`src/rtl/id_ex_stage_pkg.sv`:
```
// Shared core definitions for the ID/EX pipeline stage: forwarding select
// encodings, control-bit bundle and small helpers.
package id_ex_stage_pkg;

  localparam int ALUOP_W = 4;
  localparam int REG_W   = 5;
  localparam int CNT_W   = 16;

  typedef enum logic [1:0] {
    FWD_RF     = 2'b00,
    FWD_WB     = 2'b01,
    FWD_MEM    = 2'b10,
    FWD_RF_ALT = 2'b11
  } fwd_sel_e;

  typedef struct packed {
    logic reg_wrt;
    logic mem_rd;
    logic mem_wrt;
    logic mem_to_reg;
    logic alu_src;
  } ctrl_t;

  function automatic logic [CNT_W-1:0] sat_inc(input logic [CNT_W-1:0] v);
    return (v == {CNT_W{1'b1}}) ? v : v + 1'b1;
  endfunction

endpackage

```
`src/rtl/id_ex_stage_operand_mux.sv`:
```
// EX operand selection: forwarding muxes for both sources plus the
// immediate/register choice for operand B.
module ex_operand_mux
  import id_ex_stage_pkg::*;
#(
  parameter int XLEN = 32
) (
  input  logic [XLEN-1:0] rs1_data,
  input  logic [XLEN-1:0] rs2_data,
  input  logic [XLEN-1:0] imm,
  input  logic            alu_src,
  input  logic [1:0]      src_a,
  input  logic [1:0]      src_b,
  input  logic [XLEN-1:0] alu_res_mem,
  input  logic [XLEN-1:0] wb_data,
  output logic [XLEN-1:0] op_a,
  output logic [XLEN-1:0] op_b,
  output logic [XLEN-1:0] store_data
);

  function automatic logic [XLEN-1:0] fwd_pick(input logic [1:0]      sel,
                                               input logic [XLEN-1:0] rf,
                                               input logic [XLEN-1:0] mem,
                                               input logic [XLEN-1:0] wb);
    case (fwd_sel_e'(sel))
      FWD_WB:  return wb;
      FWD_MEM: return mem;
      default: return rf;
    endcase
  endfunction

  logic [XLEN-1:0] fwd_a;
  logic [XLEN-1:0] fwd_b;

  assign fwd_a = fwd_pick(src_a, rs1_data, alu_res_mem, wb_data);
  assign fwd_b = fwd_pick(src_b, rs2_data, alu_res_mem, wb_data);

  assign op_a       = fwd_a;
  assign op_b       = alu_src ? imm : fwd_b;
  // Stores always need the forwarded rs2 value, even when B takes the immediate.
  assign store_data = fwd_b;

endmodule

```
`src/rtl/id_ex_stage.sv`:
```
// ID/EX pipeline register with load-use hazard detection, flush/hold control,
// a saturating bubble counter and forwarded EX operands.
module id_ex_stage
  import id_ex_stage_pkg::*;
#(
  parameter int XLEN = 32
) (
  input  logic               clk,
  input  logic               rst_n,
  input  logic               valid_id,
  input  logic [XLEN-1:0]    pc_id,
  input  logic [XLEN-1:0]    rs1_data,
  input  logic [XLEN-1:0]    rs2_data,
  input  logic [XLEN-1:0]    imm_id,
  input  logic [REG_W-1:0]   rs1_id,
  input  logic [REG_W-1:0]   rs2_id,
  input  logic [REG_W-1:0]   rdst_id,
  input  logic               regWrt_id,
  input  logic               memRd_id,
  input  logic               memWrt_id,
  input  logic               memToReg_id,
  input  logic               aluSrc_id,
  input  logic [ALUOP_W-1:0] aluOp_id,
  input  logic               flush_ex,
  input  logic               hold_ex,
  input  logic [1:0]         srcA,
  input  logic [1:0]         srcB,
  input  logic [XLEN-1:0]    aluRes_EX_MEM,
  input  logic [XLEN-1:0]    wbData_MEM_WB,
  output logic               valid_ex,
  output logic [XLEN-1:0]    pc_ex,
  output logic [REG_W-1:0]   rs1_ex,
  output logic [REG_W-1:0]   rs2_ex,
  output logic [REG_W-1:0]   rdst_ex,
  output logic               regWrt_ex,
  output logic               memRd_ex,
  output logic               memWrt_ex,
  output logic               memToReg_ex,
  output logic [ALUOP_W-1:0] aluOp_ex,
  output logic [XLEN-1:0]    opA,
  output logic [XLEN-1:0]    opB,
  output logic [XLEN-1:0]    storeData,
  output logic               loadUse_stall,
  output logic [CNT_W-1:0]   bubble_cnt
);

  typedef struct packed {
    logic               valid;
    ctrl_t              ctrl;
    logic [ALUOP_W-1:0] alu_op;
    logic [REG_W-1:0]   rs1;
    logic [REG_W-1:0]   rs2;
    logic [REG_W-1:0]   rdst;
    logic [XLEN-1:0]    pc;
    logic [XLEN-1:0]    rs1_data;
    logic [XLEN-1:0]    rs2_data;
    logic [XLEN-1:0]    imm;
  } entry_t;

  entry_t           entry_q, entry_d;
  logic [CNT_W-1:0] bubble_cnt_q, bubble_cnt_d;
  ctrl_t            ctrl_id;
  logic             load_use;
  logic             insert_bubble;

  // An invalid ID slot must never carry live control into EX.
  assign ctrl_id = {regWrt_id, memRd_id, memWrt_id, memToReg_id, aluSrc_id} & {5{valid_id}};

  // x0 is hardwired, so a load targeting it can never create a hazard.
  assign load_use = entry_q.valid && entry_q.ctrl.mem_rd && (entry_q.rdst != '0) &&
                    ((entry_q.rdst == rs1_id) || (entry_q.rdst == rs2_id)) && valid_id;

  always_comb begin
    // NOTE: every signal driven here gets a default first, so no path can infer a latch.
    entry_d       = entry_q;
    bubble_cnt_d  = bubble_cnt_q;
    insert_bubble = 1'b0;
    if (flush_ex) begin
      insert_bubble = 1'b1;
    end else if (!hold_ex) begin
      if (load_use) begin
        insert_bubble = 1'b1;
      end else begin
        entry_d.valid    = valid_id;
        entry_d.ctrl     = ctrl_id;
        entry_d.alu_op   = aluOp_id;
        entry_d.rs1      = rs1_id;
        entry_d.rs2      = rs2_id;
        entry_d.rdst     = rdst_id;
        entry_d.pc       = pc_id;
        entry_d.rs1_data = rs1_data;
        entry_d.rs2_data = rs2_data;
        entry_d.imm      = imm_id;
      end
    end
    if (insert_bubble) begin
      entry_d      = '0;
      bubble_cnt_d = sat_inc(bubble_cnt_q);
    end
  end

  always_ff @(posedge clk or negedge rst_n) begin
    if (!rst_n) begin
      entry_q      <= '0;
      bubble_cnt_q <= '0;
    end else begin
      // NOTE: sequential state uses non-blocking assignments so all flops update together.
      entry_q      <= entry_d;
      bubble_cnt_q <= bubble_cnt_d;
    end
  end

  assign valid_ex      = entry_q.valid;
  assign pc_ex         = entry_q.pc;
  assign rs1_ex        = entry_q.rs1;
  assign rs2_ex        = entry_q.rs2;
  assign rdst_ex       = entry_q.rdst;
  assign regWrt_ex     = entry_q.ctrl.reg_wrt;
  assign memRd_ex      = entry_q.ctrl.mem_rd;
  assign memWrt_ex     = entry_q.ctrl.mem_wrt;
  assign memToReg_ex   = entry_q.ctrl.mem_to_reg;
  assign aluOp_ex      = entry_q.alu_op;
  assign loadUse_stall = load_use;
  assign bubble_cnt    = bubble_cnt_q;

  ex_operand_mux #(.XLEN(XLEN)) u_operand_mux (
    .rs1_data    (entry_q.rs1_data),
    .rs2_data    (entry_q.rs2_data),
    .imm         (entry_q.imm),
    .alu_src     (entry_q.ctrl.alu_src),
    .src_a       (srcA),
    .src_b       (srcB),
    .alu_res_mem (aluRes_EX_MEM),
    .wb_data     (wbData_MEM_WB),
    .op_a        (opA),
    .op_b        (opB),
    .store_data  (storeData)
  );

endmodule

```
`config.mk`:
```
export PLATFORM = sky130hd
export DESIGN_NAME = id_ex_stage
export DESIGN_NICKNAME = d
export VERILOG_FILES = /design/src/rtl/id_ex_stage_pkg.sv /design/src/rtl/id_ex_stage_operand_mux.sv /design/src/rtl/id_ex_stage.sv
export SDC_FILE = /design/constraint.sdc
export NUM_CORES = 1
export LEC_CHECK = 0
export ABC_AREA = 0
export BUFFER_PORTS_ARGS = -buffer_cell sky130_fd_sc_hd__buf_2
export CORE_ASPECT_RATIO = 1.1
export CORE_MARGIN = 4
export CORE_UTILIZATION = 44
export CTS_CLUSTER_SIZE = 12
export DETAILED_ROUTE_END_ITERATION = 10
export PLACE_DENSITY = 0.87
export SYNTH_ARGS = -nofsm -noshare
export SYNTH_HDL_FRONTEND = slang
export SYNTH_SLANG_ARGS = --single-unit
```
`constraint.sdc`:
```
create_clock -name clk -period 2 [get_ports clk]
set_clock_uncertainty 0.1 [all_clocks]
set_input_delay 0.1 -clock clk [delete_from_list [all_inputs] [get_ports clk]]
set_output_delay 0.1 -clock clk [all_outputs]
set_load 0.02 [all_outputs]
```
; Word-level counts from Yosys, hierarchy flattened
; Cells that the tools add are included.
[op_classes]
add_sub_neg = 1
eq_ne = 10
n_mux = 10
bitwise_logic = 2
reduce_logical = 8
[ops]
columns = op, count
row1 = 2-to-1 mux 153 bit, 4
row2 = case mux 32 bit (2 select lines), 2
row3 = 2-to-1 mux 32 bit, 1
row4 = adder 16 x 1 -> 16 bit (second input constant), 1
row5 = == test 16 bit (second input constant), 1
row6 = == test 5 bit, 2
row7 = != test 2 x 1 -> 1 bit (second input constant), 3
row8 = bitwise AND 5 bit, 1
row9 = nonzero test 5 bit, 1
row10 = == test 2 x 1 -> 1 bit (second input constant), 2
row11 = == test 2 bit (second input constant), 2
row12 = logical AND 1 bit, 4
row13 = 2-to-1 mux 1 bit, 3
row14 = AND reduction 3 bit, 1
row15 = AND reduction 2 bit, 1
row16 = logical OR 1 bit, 1
row17 = inverter 1 bit, 1
[totals]
register_bits = 169
in_bits = 225
elab_cells = 46

; Logic depth before layout (Yosys ltp)
[depth]
depth_word = 9
ltp_mapped = 8

; By module
; From an unflattened synthesis, not the netlist that was laid out.
[unflattened]
hier_cells = 781
hier_area_um2 = 8730.9
[modules_own_cells]
columns = mod, instances, cells_per_inst, area_per_inst_um2, seq_area_each_um2
row1 = id_ex_stage, 1, 484, 6630.1, 4229.1
row2 = ex_operand_mux, 1, 297, 2100.8, 0.0

; Worst setup path after synthesis
; Ideal clock, no wire load.
[synth_timing]
kind = register to register
startpoint = register entry_q (netlist bit rdst_ex[1])
endpoint = register bubble_cnt_q[1] (netlist: bubble_cnt[1])
t_arrival_ns = 1.875
required_ns = 1.775
slack_ns = -0.100
stages_incl_launch_ff = 7
cell_sequence = dfrtp_1 -> or4_1 -> o2111ai_2 -> inv_2 -> a31o_4 -> nand2_1 -> mux2_2
[synth_via]
elab_chain_cells = 8
word_cells_on_any_way = 11
[synth_lines]
columns = element, line
row1 = start: declaration, id_ex_stage.sv:60  ; entry_t entry_q, entry_d;
row2 = start signal: assignment, id_ex_stage.sv:108  ; entry_q <= entry_d;
row3 = == test 5 bit or nonzero test 5 bit (tied branches), "id_ex_stage.sv:71, id_ex_stage.sv:70"
row4 = logical OR 1 bit or logical AND 1 bit (tied branches), "id_ex_stage.sv:71, id_ex_stage.sv:70"
row5 = logical AND 1 bit *, id_ex_stage.sv:70  ; assign load_use = entry_q.valid && entry_q.ctrl.mem_rd && (entry_q.rdst != '0) &&
row6 = logical AND 1 bit *, id_ex_stage.sv:71  ; ((entry_q.rdst == rs1_id) || (entry_q.rdst == rs2_id)) && valid_id;
row7 = 2-to-1 mux 1 bit *, id_ex_stage.sv:81  ; if (load_use) begin
row8 = 2-to-1 mux 1 bit *, id_ex_stage.sv:80  ; end else if (!hold_ex) begin
row9 = 2-to-1 mux 1 bit *, id_ex_stage.sv:78  ; if (flush_ex) begin
row10 = AND reduction 2 bit (no line) *, n/a
row11 = end signal: assignment, id_ex_stage.sv:109  ; bubble_cnt_q <= bubble_cnt_d;
row12 = end: declaration, id_ex_stage.sv:61  ; logic [CNT_W-1:0] bubble_cnt_q, bubble_cnt_d;
; Mark *: on every way between the ends. The rest lies on a longest branch, timed or not.
; A chain may end at the register's enable or synchronous reset.

; Worst setup path in the final report
[layout_timing]
startpoint = register entry_q (netlist bit rdst_ex[3])
endpoint = register entry_q (netlist bit pc_ex[22])
[layout_via]
elab_chain_cells = 9
word_cells_on_any_way = 15
[layout_lines]
columns = element, line
row1 = == test 5 bit or nonzero test 5 bit (tied branches), "id_ex_stage.sv:71, id_ex_stage.sv:70"
row2 = logical OR 1 bit or logical AND 1 bit (tied branches), "id_ex_stage.sv:71, id_ex_stage.sv:70"
row3 = logical AND 1 bit *, id_ex_stage.sv:70
row4 = logical AND 1 bit *, id_ex_stage.sv:71
row5 = 2-to-1 mux 1 bit, id_ex_stage.sv:81
row6 = 2-to-1 mux 1 bit, id_ex_stage.sv:80
row7 = 2-to-1 mux 1 bit, id_ex_stage.sv:78
row8 = != test 2 x 1 -> 1 bit (no line), n/a
row9 = AND reduction 3 bit (no line), n/a
; Marked as above.

==> impl_metrics.tcl <==
set metrics [dict create \
    status "finished with violations" \
    violations "negative setup slack" \
    portBuffers 393 \
    drv_cap 0 \
    post-route-period-util 1.11 \
    clk_latency_ns 0.42 \
    synth_edf_count 0 \
    cellPowerDensity_nw_per_um2 716 \
    hp-class "in -> reg" \
    rsz0062_at_grt "true" \
    clock_path_buffers 2 \
    wl_um 39400 \
    min_path_cells 4 \
    grt_pass1_wl_um 58400 \
    p_leak_uw 0.00675 \
    syn-num-nets 1313 \
    clkSinkCount 169 \
    holdWs_ns 0.0343 \
    final_antenna_net_count 0 \
    critPathRequiredTime_ns 2.24 \
    numCtsBuffers 17 \
    crit_path_start_kind "flip-flop" \
    firstDrtPassIters 7 \
    dr_total_vias 11000 \
    start_util 0.447 \
    synth_top_area_frac 0.460 \
    synth.distinct_cells 30 \
    synth-async-reset-ratio 1.00 \
    worstSetupPathType "reg -> reg" \
    grt_use_total 0.312 \
    dpl.hpwl_um 23500 \
    tightest_slew_ns 0.788 \
    setup_slack_ns -0.225 \
    synthCells 1083 \
    drv_slew 0 \
    cp_max_fo 22 \
    die_area_um2 23300 \
    power.total_uw 9970 \
    syn_to_final_growth_pct 51.4 \
    via_per_inst 5.99 \
    cts.root.buffer_cell "clkbuf_16" \
    routedWlPerCell_um 21.5 \
    syn_area_um2 9200 \
    ir_drop_mv 0.535 \
    die_y_um 160 \
    placementRows 55 \
    cts_htree_levels 4 \
    antenna_found_initial 5 \
    ys_seq_elements 169 \
    grt_overflow 0 \
    globalplace.congestion 0.962 \
    regArea_um2 4230 \
    yosys_warnings 0 \
    period_needed_ns 2.22 \
    final_common_cell "buf_2" \
    yosysTopAreaCell "dfrtp_1" \
    final-setup-viol-count 169 \
    place_ws_ns -0.120 \
    cts_tree "built" \
    fillers 1444 \
    avgSynthCellArea_um2 8.49 \
    core_area_um2 20600 \
    grt_max_degree 154 \
    slew_headroom 0.474 \
    final_nets 1787 \
    drive_gt1_frac 0.369 \
    hold_violations 0 \
    drt_iter0_markers 1278 \
    ys.flop_type "dfrtp_1" \
    io_pins 394 \
    multi_input_area_um2 4380 \
    grt_pass1_vias 10800 \
    end_kind "flip-flop" \
    die_x_um 146 \
    path_clk_slew_ns 0.07 \
    clock.fmax_mhz 449 \
    r2r_cells 8 \
    synthTopCellsByArea "dfrtp_1, nand2_1, a21oi_1, nand3_1, a22oi_1" \
    tns_ns -20.35 \
    final_cell_mix "buf_2, nand2_1, dfrtp_1, dlygate4sd3_1, nand3_1" \
    route.detailed.drc 0 \
    worst_ep_arrival_time_ns 2.46 \
    seq_area_frac_synth 0.460 \
]
[state kept, by name, summed over array words and instances (netlist names)]
signal / count
pc_ex: 32
memRd_ex: 1
bubble_cnt: 16
regWrt_ex: 1
rdst_ex: 5
entry_q: 97
valid_ex: 1
memToReg_ex: 1
rs1_ex: 5
memWrt_ex: 1
aluOp_ex: 4
rs2_ex: 5
[metrics by stage]
step / instance area (µm²) / util / std cells
2_1_floorplan: 9210 / - / 1083
3_3_place_gp: 11300 / 0.547 / 1630
3_5_place_dp: 11300 / 0.547 / 1630
4_1_cts: 13600 / 0.661 / 1822
5_1_grt: 13900 / 0.676 / 1829
6_report: 13900 / 0.677 / 1831
[area by class of cell]
class | count | share of cell area
clock buffer | 19 | 0.0325
inverter | 8 | 0.00252
antenna | 5 | 0.000899
multi-input combinational | 757 | 0.315
sequential | 169 | 0.304
tap | 256 | 0.0230
clock inverter | 13 | 0.0129
timing repair buffer | 604 | 0.310
[worst max-delay path: stages (launching register included)]
cell	delay, ns
dfrtp_1	0.37
or4_1	0.55
o2111ai_2	0.21
inv_2	0.11
nand2_8	0.09
buf_6	0.18
clkbuf_16	0.22
nand3_1	0.09
a21oi_1	0.19
[synthesized netlist by cell type (6+ instances only)]
cell type    n
clkbuf_1    69
inv_1        6
xnor2_1     22
mux2_2      35
buf_4       51
a21oi_1    153
nand2_1    224
dfrtp_1    169
buf_2       11
buf_6        8
buf_1       10
o21ai_0     64
nand3_1    148
nand4_1     13
nand3_2      9
a22oi_1     64
[where the power goes]
| group | internal, µW | switching, µW |
|---|---|---|
| Clock | 2070 | 1490 |
| Sequential | 3640 | 188 |
| Combinational | 1070 | 1500 |
| Total | 6790 | 3180 |
[path summary, 6_finish.rpt]
check | from | slack [ns] | endpoint
setup / recovery | rdst_ex[3]$_DFFE_PN0P_ | -0.22 | pc_ex[22]$_DFFE_PN0P_
max in group asynchronous | rst_n | 1.02 | entry_q[90]$_DFFE_PN0P_
hold / removal | hold_ex | 0.03 | pc_ex[26]$_DFFE_PN0P_
min in group asynchronous | rst_n | 0.14 | entry_q[64]$_DFFE_PN0P_
hold reg to reg | bubble_cnt[10]$_DFFE_PN0P_ | 0.41 | bubble_cnt[10]$_DFFE_PN0P_
setup reg to reg | rdst_ex[3]$_DFFE_PN0P_ | -0.22 | pc_ex[22]$_DFFE_PN0P_
[metal layers]
metal	part of all wire	routed length (µm)	up-vias	track usage
met4	0.079	3100	2	0.209
met2	0.48	18900	920	0.513
met5	0.00033	13	-	0
met1	0.35	13800	5093	0.364
li1	-	-	4683	-
met3	0.089	3490	269	0.0718
[timing repair]
item	in CTS	in global routing
gates resized for setup	28	47
pin swaps	13	34
gates cloned	2	3
buffers inserted	4	1
hold buffers	154	0
endpoints found under the hold margin	322	0
endpoints found under the setup margin	133	173
[logic make-up (layout without fill, tap and decap cells)]
group           after synthesis  count (layout)  share of synthesized area
xor+xnor                     22              22                     0.0209
other cells                   0               5                          0
compound gates              286             286                      0.176
simple gates                409             409                      0.201
flops                       169             169                      0.460
buf+inv                     157             644                     0.0929
mux                          35              35                     0.0429
fa+ha+maj                     5               5                    0.00680
Note: power is estimated with default switching activity, not from simulation.
